===== config.mk =====
export PLATFORM = sky130hd
export DESIGN_NAME = fir_coeff_store_flat
export DESIGN_NICKNAME = d
export VERILOG_FILES = /design/src/rtl/fir_coeff_store_if.sv /design/src/rtl/fir_coeff_store.sv /design/src/flat_wrapper.sv
export SDC_FILE = /design/constraint.sdc
export NUM_CORES = 1
export LEC_CHECK = 0
export ABC_CLOCK_PERIOD_IN_PS = 14100
export BUFFER_PORTS_ARGS = -buffer_cell sky130_fd_sc_hd__buf_2
export CORE_MARGIN = 4
export CORE_UTILIZATION = 40
export CTS_CLUSTER_DIAMETER = 120
export CTS_CLUSTER_SIZE = 20
export DETAILED_ROUTE_END_ITERATION = 10
export GPL_TIMING_DRIVEN = 0
export PLACE_DENSITY = 0.73
export SETUP_SLACK_MARGIN = 0.05
export SYNTH_ARGS = -nofsm -noshare
export SYNTH_HDL_FRONTEND = slang
export SYNTH_SLANG_ARGS = --single-unit

===== constraint.sdc =====
create_clock -name clk -period 14.1 [get_ports clk]
set_input_delay 1.41 -clock clk [delete_from_list [all_inputs] [get_ports clk]]
set_output_delay 1.41 -clock clk [all_outputs]
set_load 0.01 [all_outputs]

===== src/rtl/fir_coeff_store_if.sv =====
// Coefficient-reload bus between fir_coeff_master and fir_coeff_store.
// The master drives writes, readback requests and the sync clear; the store
// returns readback beats, the active coefficient set, the update strobe and
// sticky error flags.
interface fir_coeff_store_if #(
   parameter int COEFF_W = 8,
   parameter int LANES   = 4,
   parameter int GROUPS  = 4,
   parameter int LANE_W  = 16
);
   localparam int ADR_W = $clog2(GROUPS);

   // master -> store
   logic                            coeff_areset;
   logic [LANES-1:0]                coeff_we;
   logic [ADR_W-1:0]                coeff_adr;
   logic [LANES*LANE_W-1:0]         coeff_in_data;
   logic                            coeff_read;

   // store -> master / filter datapath
   logic [LANES-1:0]                coeff_out_valid;
   logic [LANES*LANE_W-1:0]         coeff_out_data;
   logic [LANES*GROUPS*COEFF_W-1:0] coeff_active;
   logic                            coeff_update;
   logic [7:0]                      err_out;

   modport master (
      output coeff_areset, coeff_we, coeff_adr, coeff_in_data, coeff_read,
      input  coeff_out_valid, coeff_out_data, coeff_active, coeff_update, err_out
   );

   modport slave (
      input  coeff_areset, coeff_we, coeff_adr, coeff_in_data, coeff_read,
      output coeff_out_valid, coeff_out_data, coeff_active, coeff_update, err_out
   );
endinterface


===== src/rtl/fir_coeff_store.sv =====
// FIR coefficient store: shadow bank filled lane-by-lane, committed atomically
// to the active bank once every tap has been written in the current round.
// The active bank can be read back as a GROUPS-beat burst taken from a
// snapshot, so a commit during the burst never tears the returned set.
module fir_coeff_store #(
   parameter int COEFF_W = 8,
   parameter int LANES   = 4,
   parameter int GROUPS  = 4,
   parameter int LANE_W  = 16
) (
   input logic                 clk,
   input logic                 rst,
   fir_coeff_store_if.slave    bus
);

   localparam int TAPS       = LANES * GROUPS;
   localparam int ADR_W      = $clog2(GROUPS);
   localparam int LANE_IDX_W = $clog2(LANES);
   localparam int BEAT_W     = ADR_W;

   typedef enum logic [1:0] {
      IDLE    = 2'd0,
      RD_WAIT = 2'd1,
      RD_BEAT = 2'd2
   } state_t;

   // Widen a stored coefficient to a full readback lane.
   function automatic logic [LANE_W-1:0] sext(input logic [COEFF_W-1:0] c);
      return {{(LANE_W-COEFF_W){c[COEFF_W-1]}}, c};
   endfunction

   // ------------------------------------------------------------------
   // Storage and state
   // ------------------------------------------------------------------
   logic [COEFF_W-1:0]      shadow_q   [TAPS];
   logic [COEFF_W-1:0]      active_q   [TAPS];
   logic [COEFF_W-1:0]      snapshot_q [TAPS];
   logic [TAPS-1:0]         mask_q, mask_d;
   logic [2:0]              err_q, err_d;
   logic                    update_q;

   state_t                  state_q;
   logic [BEAT_W-1:0]       beat_q;
   logic [LANES-1:0]        valid_q;
   logic [LANES*LANE_W-1:0] data_q;

   // ------------------------------------------------------------------
   // Lane decode
   // ------------------------------------------------------------------
   logic [LANE_W-1:0]       lane_data [LANES];
   logic [LANES-1:0]        lane_wr;
   logic [LANES-1:0]        lane_dup;
   logic [LANES-1:0]        lane_ext_bad;
   logic [TAPS-1:0]         wr_tap;
   logic [COEFF_W-1:0]      tap_wdata [TAPS];
   logic [TAPS-1:0]         mask_base;
   logic                    commit;
   logic                    read_err;
   logic [LANES*LANE_W-1:0] beat_word;

   // A full mask means the round is complete; the sync clear cancels it.
   assign commit = (&mask_q) & ~bus.coeff_areset;

   // The commit cycle already starts a fresh round, so writes landing in it
   // see an empty mask and cannot be flagged as rewrites.
   assign mask_base = ((&mask_q) | bus.coeff_areset) ? '0 : mask_q;

   generate
      for (genvar gi = 0; gi < LANES; gi++) begin : g_lane
         assign lane_data[gi]    = bus.coeff_in_data[gi*LANE_W +: LANE_W];
         assign lane_wr[gi]      = bus.coeff_we[gi] & ~bus.coeff_areset;
         assign lane_dup[gi]     = lane_wr[gi] &
                                   mask_base[{bus.coeff_adr, LANE_IDX_W'(gi)}];
         assign lane_ext_bad[gi] = lane_wr[gi] &
            (lane_data[gi][LANE_W-1:COEFF_W] !=
             {(LANE_W-COEFF_W){lane_data[gi][COEFF_W-1]}});
         // Readback lane for the current beat, sign-extended from the snapshot.
         assign beat_word[gi*LANE_W +: LANE_W] =
            sext(snapshot_q[{beat_q, LANE_IDX_W'(gi)}]);
      end

      for (genvar gi = 0; gi < TAPS; gi++) begin : g_tap
         assign wr_tap[gi]    = lane_wr[gi % LANES] &
                                (bus.coeff_adr == ADR_W'(gi / LANES));
         assign tap_wdata[gi] = lane_data[gi % LANES][COEFF_W-1:0];
         assign bus.coeff_active[gi*COEFF_W +: COEFF_W] = active_q[gi];
      end
   endgenerate

   assign read_err = bus.coeff_read & ~bus.coeff_areset & (state_q != IDLE);

   // Next round mask and sticky error flags.
   always_comb begin
      mask_d = mask_base | wr_tap;
      if (bus.coeff_areset) begin
         err_d = '0;
      end else begin
         err_d = err_q | {|lane_ext_bad, |lane_dup, read_err};
      end
   end

   // ------------------------------------------------------------------
   // Sequential logic
   // ------------------------------------------------------------------

   // Shadow bank: each written lane stores its low byte into its tap.
   always_ff @(posedge clk or posedge rst) begin
      if (rst) begin
         for (int t = 0; t < TAPS; t++) shadow_q[t] <= '0;
      end else begin
         for (int t = 0; t < TAPS; t++) begin
            if (wr_tap[t]) shadow_q[t] <= tap_wdata[t];
         end
      end
   end

   // Round tracking and error flags.
   always_ff @(posedge clk or posedge rst) begin
      if (rst) begin
         mask_q <= '0;
         err_q  <= '0;
      end else begin
         mask_q <= mask_d;
         err_q  <= err_d;
      end
   end

   // Active bank: atomic copy of the completed shadow, with a one-cycle strobe.
   always_ff @(posedge clk or posedge rst) begin
      if (rst) begin
         for (int t = 0; t < TAPS; t++) active_q[t] <= '0;
         update_q <= 1'b0;
      end else begin
         update_q <= commit;
         if (commit) begin
            for (int t = 0; t < TAPS; t++) active_q[t] <= shadow_q[t];
         end
      end
   end

   // Readback FSM: snapshot on request, one wait cycle, then one beat per
   // address group with all lanes valid.
   always_ff @(posedge clk or posedge rst) begin
      if (rst) begin
         state_q <= IDLE;
         beat_q  <= '0;
         valid_q <= '0;
         data_q  <= '0;
         for (int t = 0; t < TAPS; t++) snapshot_q[t] <= '0;
      end else if (bus.coeff_areset) begin
         state_q <= IDLE;
         beat_q  <= '0;
         valid_q <= '0;
      end else begin
         case (state_q)
            IDLE: begin
               valid_q <= '0;
               if (bus.coeff_read) begin
                  for (int t = 0; t < TAPS; t++) snapshot_q[t] <= active_q[t];
                  state_q <= RD_WAIT;
               end
            end
            RD_WAIT: begin
               valid_q <= '0;
               beat_q  <= '0;
               state_q <= RD_BEAT;
            end
            RD_BEAT: begin
               valid_q <= '1;
               data_q  <= beat_word;
               beat_q  <= beat_q + 1'b1;
               if (beat_q == BEAT_W'(GROUPS-1)) state_q <= IDLE;
            end
            default: begin
               valid_q <= '0;
               state_q <= IDLE;
            end
         endcase
      end
   end

   assign bus.coeff_out_valid = valid_q;
   assign bus.coeff_out_data  = data_q;
   assign bus.coeff_update    = update_q;
   assign bus.err_out         = {5'b0, err_q};

endmodule

===== src/flat_wrapper.sv =====
// flat-port wrapper written by rule: the top's interface ports become plain ports
module fir_coeff_store_flat 
#(
   parameter int COEFF_W = 8,
   parameter int LANES   = 4,
   parameter int GROUPS  = 4,
   parameter int LANE_W  = 16
)
  (clk, rst, bus_coeff_areset, bus_coeff_we, bus_coeff_adr, bus_coeff_in_data, bus_coeff_read, bus_coeff_out_valid, bus_coeff_out_data, bus_coeff_active, bus_coeff_update, bus_err_out);
  fir_coeff_store_if #(.COEFF_W(COEFF_W), .LANES(LANES), .GROUPS(GROUPS), .LANE_W(LANE_W)) bus_i ();
  input logic clk;
  input logic rst;
  input wire logic [$bits(bus_i.coeff_areset)-1:0] bus_coeff_areset;
  input wire logic [$bits(bus_i.coeff_we)-1:0] bus_coeff_we;
  input wire logic [$bits(bus_i.coeff_adr)-1:0] bus_coeff_adr;
  input wire logic [$bits(bus_i.coeff_in_data)-1:0] bus_coeff_in_data;
  input wire logic [$bits(bus_i.coeff_read)-1:0] bus_coeff_read;
  output wire logic [$bits(bus_i.coeff_out_valid)-1:0] bus_coeff_out_valid;
  output wire logic [$bits(bus_i.coeff_out_data)-1:0] bus_coeff_out_data;
  output wire logic [$bits(bus_i.coeff_active)-1:0] bus_coeff_active;
  output wire logic [$bits(bus_i.coeff_update)-1:0] bus_coeff_update;
  output wire logic [$bits(bus_i.err_out)-1:0] bus_err_out;
  assign bus_i.coeff_areset = bus_coeff_areset;
  assign bus_i.coeff_we = bus_coeff_we;
  assign bus_i.coeff_adr = bus_coeff_adr;
  assign bus_i.coeff_in_data = bus_coeff_in_data;
  assign bus_i.coeff_read = bus_coeff_read;
  assign bus_coeff_out_valid = bus_i.coeff_out_valid;
  assign bus_coeff_out_data = bus_i.coeff_out_data;
  assign bus_coeff_active = bus_i.coeff_active;
  assign bus_coeff_update = bus_i.coeff_update;
  assign bus_err_out = bus_i.err_out;
  fir_coeff_store #(.COEFF_W(COEFF_W), .LANES(LANES), .GROUPS(GROUPS), .LANE_W(LANE_W)) u_core (.clk(clk), .rst(rst), .bus(bus_i));
endmodule

==> results.ini <==
[power_and_ir_drop]
p_int_mw = 1.79
power.leakage_nw = 11.2
pwr-share-seq_pct = 59.4
clkPwrFrac_pct = 32.3
comb_power_share_pct = 8.3
ir_drop_v = 0.0000876
p_sw_share_pct = 23.6
p_switching_mw = 0.554
power_density_nw_per_um2 = 110

[timing]
tns_ns = 0
fmax_mhz = 349
slew_headroom_pct = 17.8
worstMarginPinSlew_ns = 1.23
period_share_pct = 20.3
final.min_clock_period_ns = 2.87
fin_skew_ns = 0.0293
hold_viol_final = 0
slew_viol_final = 0
finalSetupViolCount = 0
rsz0062_at_grt = no

[clocking]
cts_buffer_depth = 3
htreeDepth = 1
clkSinkCount = 441
cts_resized = 0
clock_latency_ns = 0.57
ctsHoldBuffers = 0
cts_tree = yes
cts.clk_slew.worst_paths_ns = 0.09
cts_setup_buffers = 0
root_buffer = clkbuf_16
cts_buffers = 26

[synthesis]
synth_edf_count = 0
ys_types = 43
synth_compound_area_share_pct = 1.13
yosysWarnings = 0
synth_xor_area_share_pct = 0.0476
ys_seq_area_share_pct = 60.0
avgSynthCellArea_sq_um = 16.8
synthArstFlopShare_pct = 100
synth_fa_ha_area_share_pct = 0.0680
synthSimpleGateAreaFrac_pct = 2.58
ys.flop_type = dfrtp_1
syn-cell-area_sq_um = 18400
synth_mux_area_share_pct = 32.1
ys_ff_latch = 441
synth_top_family_by_area = multiplexers
netlist_instances = 1093

[die]
start_util_pct = 40.5
ios = 279
core_sq_um = 45500
die_w_um = 223
die_area_sq_um = 49500
die_h_um = 223
num_rows = 78

[place]
portBuffers = 270
place_congestion = 0.807
dp.cells = 1970
dp_hpwl_um = 32400

[critical_path]
slowest_delay_ns = 0.59
end_kind = output pin
cp_max_fo = 10
crit_chain = buf_4 > buf_2
required_ns = 12.69
criticalPathCategory = reg -> out
crit_slowest_cell = dfrtp_1
cp.arrival_ns = 1.46
crit_cells = 2
cp.buffers_inverters = 2
crit_family = flip-flops
ff2ff_path_depth = 4
crit_path_start_kind = flop

[job]
cap_violations = 0

[drt]
drt_wl_total_um = 46800
ant_nets = 0
drtIter0Drc = 641
routedWlPerCell_um = 23.4
drc = 0
dr.pass1.iters = 4
vias = 10199
via_per_inst = 5.10

[worst_hold_path]
holdPathStages = 1
hold_path_class = reg -> reg

[final_layout]
n_fill_cell = 4012
syn_to_final_growth_pct = 15.8
drive_above_1_share_pct = 60.9
post-route-util_pct = 46.9
fin_cells = 2001
fin_nets = 1473

[global_route]
grt_max_degree = 128
grt_use_total_pct = 18.6
grt_pass1_vias = 10944
grt_pass1_wl_um = 70500
overflow = 0
antenna_found_initial = 4

[outcome]
status = finished, final reports clean

[final timing paths]
path	end	from	slack (ns)
worst max-delay path	bus_coeff_out_data[45]	u_core.bus.coeff_out_data[47]	11.23
min in group asynchronous	u_core.bus.coeff_out_data[19]	rst	0.98
max in group asynchronous	u_core.snapshot_q[70]	rst	11.54
worst max register to register	u_core.bus.coeff_out_data[54]	u_core.beat_q[1]	11.69
worst min-delay path	u_core.err_q[1]	u_core.err_q[1]	0.50
worst min register to register	u_core.err_q[1]	u_core.err_q[1]	0.50
[cells in the mapped netlist (all sizes together) (3+ instances only)]
library cell / instances / share of area (%)
a21oi: 4 / 0.11
mux4: 36 / 4.4
nand2b: 6 / 0.20
nand4: 9 / 0.31
nor3: 12 / 0.62
inv: 5 / 0.10
nor2b: 3 / 0.10
nor4: 4 / 0.17
mux2: 416 / 28
nand2: 16 / 0.34
dfrtp: 441 / 60
a21o: 13 / 0.53
clkbuf: 5 / 0.10
nand3: 9 / 0.24
buf: 82 / 3.9
nor2: 11 / 0.31
[through the flow]
stage                     power, mW  cell area (sq um)  hold WS [ns]  worst slack [ns]
after floorplan                1.54              18400         0.464             0.403
after global placement         1.60              20500         0.474             -3.86
after detailed placement       1.62              20600         0.477             10.73
after CTS                      2.37              21300         0.498             11.16
after global routing           2.44              21300         0.510             11.13
final                          2.34              21300         0.496             11.23
[final cells by class]
type	instances	area [sq um]	share of cell area, %
Clock inverter	1	20.0	0.0939
Tap cell	600	751	3.52
Sequential cell	441	11000	51.8
Inverter	5	26.3	0.123
Antenna cell	2	5.00	0.0235
Multi-Input combinational cell	564	6630	31.1
Clock buffer	28	679	3.19
Timing Repair Buffer	273	1430	6.73
Buffer	87	741	3.47
[logic make-up (layout without fill, tap and decap cells)]
group | Yosys count | after routing
muxes | 452 | 452
DFF | 441 | 441
buffers and inverters | 92 | 394
and+or+nand+nor | 76 | 76
AOI/OAI and AO/OA | 29 | 29
adders and majority gates | 1 | 1
other | 1 | 7
xor gates and xnor gates | 1 | 1
[power by group through the flow]
| stage | logic (mW) | registers, mW | clock network (mW) |
|---|---|---|---|
| floorplan | 0.139 | 1.41 | 0 |
| detailed placement | 0.200 | 1.42 | 0 |
| global route | 0.215 | 1.40 | 0.825 |
| global placement | 0.189 | 1.41 | 0 |
| CTS | 0.200 | 1.39 | 0.782 |
| finish | 0.195 | 1.39 | 0.756 |
[flip-flops by register name (all words and copies together) (netlist names)]
name / flops
u_core.bus.coeff_active: 128
u_core.shadow_q: 128
u_core.snapshot_q: 128
u_core.bus.coeff_out_data: 32
u_core.mask_q: 16
u_core.err_q: 3
u_core.beat_q: 2
u_core.state_q: 2
u_core.bus.coeff_out_valid: 1
u_core.bus.coeff_update: 1
[worst register-to-register path, delay by kind of cell, from the launching register on]
kind / cells / cell delay (ns)
flops: 1 / 0.35
buf+inv: 2 / 1.25
mux: 2 / 0.70
[layout by cell type (no fill, tap or decap), types with 2 or more instances in the layout]
| cell type | instances |
|---|---|
| a21o_1 | 13 |
| nor3_4 | 3 |
| nand2_1 | 15 |
| nor4_1 | 3 |
| nor2_1 | 5 |
| inv_1 | 4 |
| a21oi_1 | 4 |
| nand3_1 | 9 |
| nand2b_1 | 6 |
| buf_4 | 54 |
| buf_16 | 3 |
| nor2_2 | 6 |
| buf_6 | 2 |
| diode_2 | 2 |
| dfrtp_1 | 441 |
| nor2b_1 | 3 |
| mux4_2 | 36 |
| a31oi_1 | 2 |
| conb_1 | 5 |
| or4_1 | 2 |
| nand4_1 | 9 |
| o21ai_0 | 2 |
| buf_2 | 284 |
| clkbuf_1 | 6 |
| mux2_2 | 307 |
| mux2_4 | 109 |
| nor3_1 | 5 |
| nor3_2 | 4 |
| clkbuf_16 | 27 |
| buf_12 | 11 |
| o31ai_1 | 2 |
[layer usage]
| metal | track usage (%) | up-vias | wire length [um] |
|---|---|---|---|
| met5 | 0 | - | 27 |
| met4 | 3.16 | 4 | 657 |
| met3 | 4.25 | 32 | 2760 |
| met2 | 30.9 | 222 | 22900 |
| met1 | 25.5 | 5442 | 20500 |
| li1 | - | 4499 | - |
Note: power is estimated with default switching activity, not from simulation.
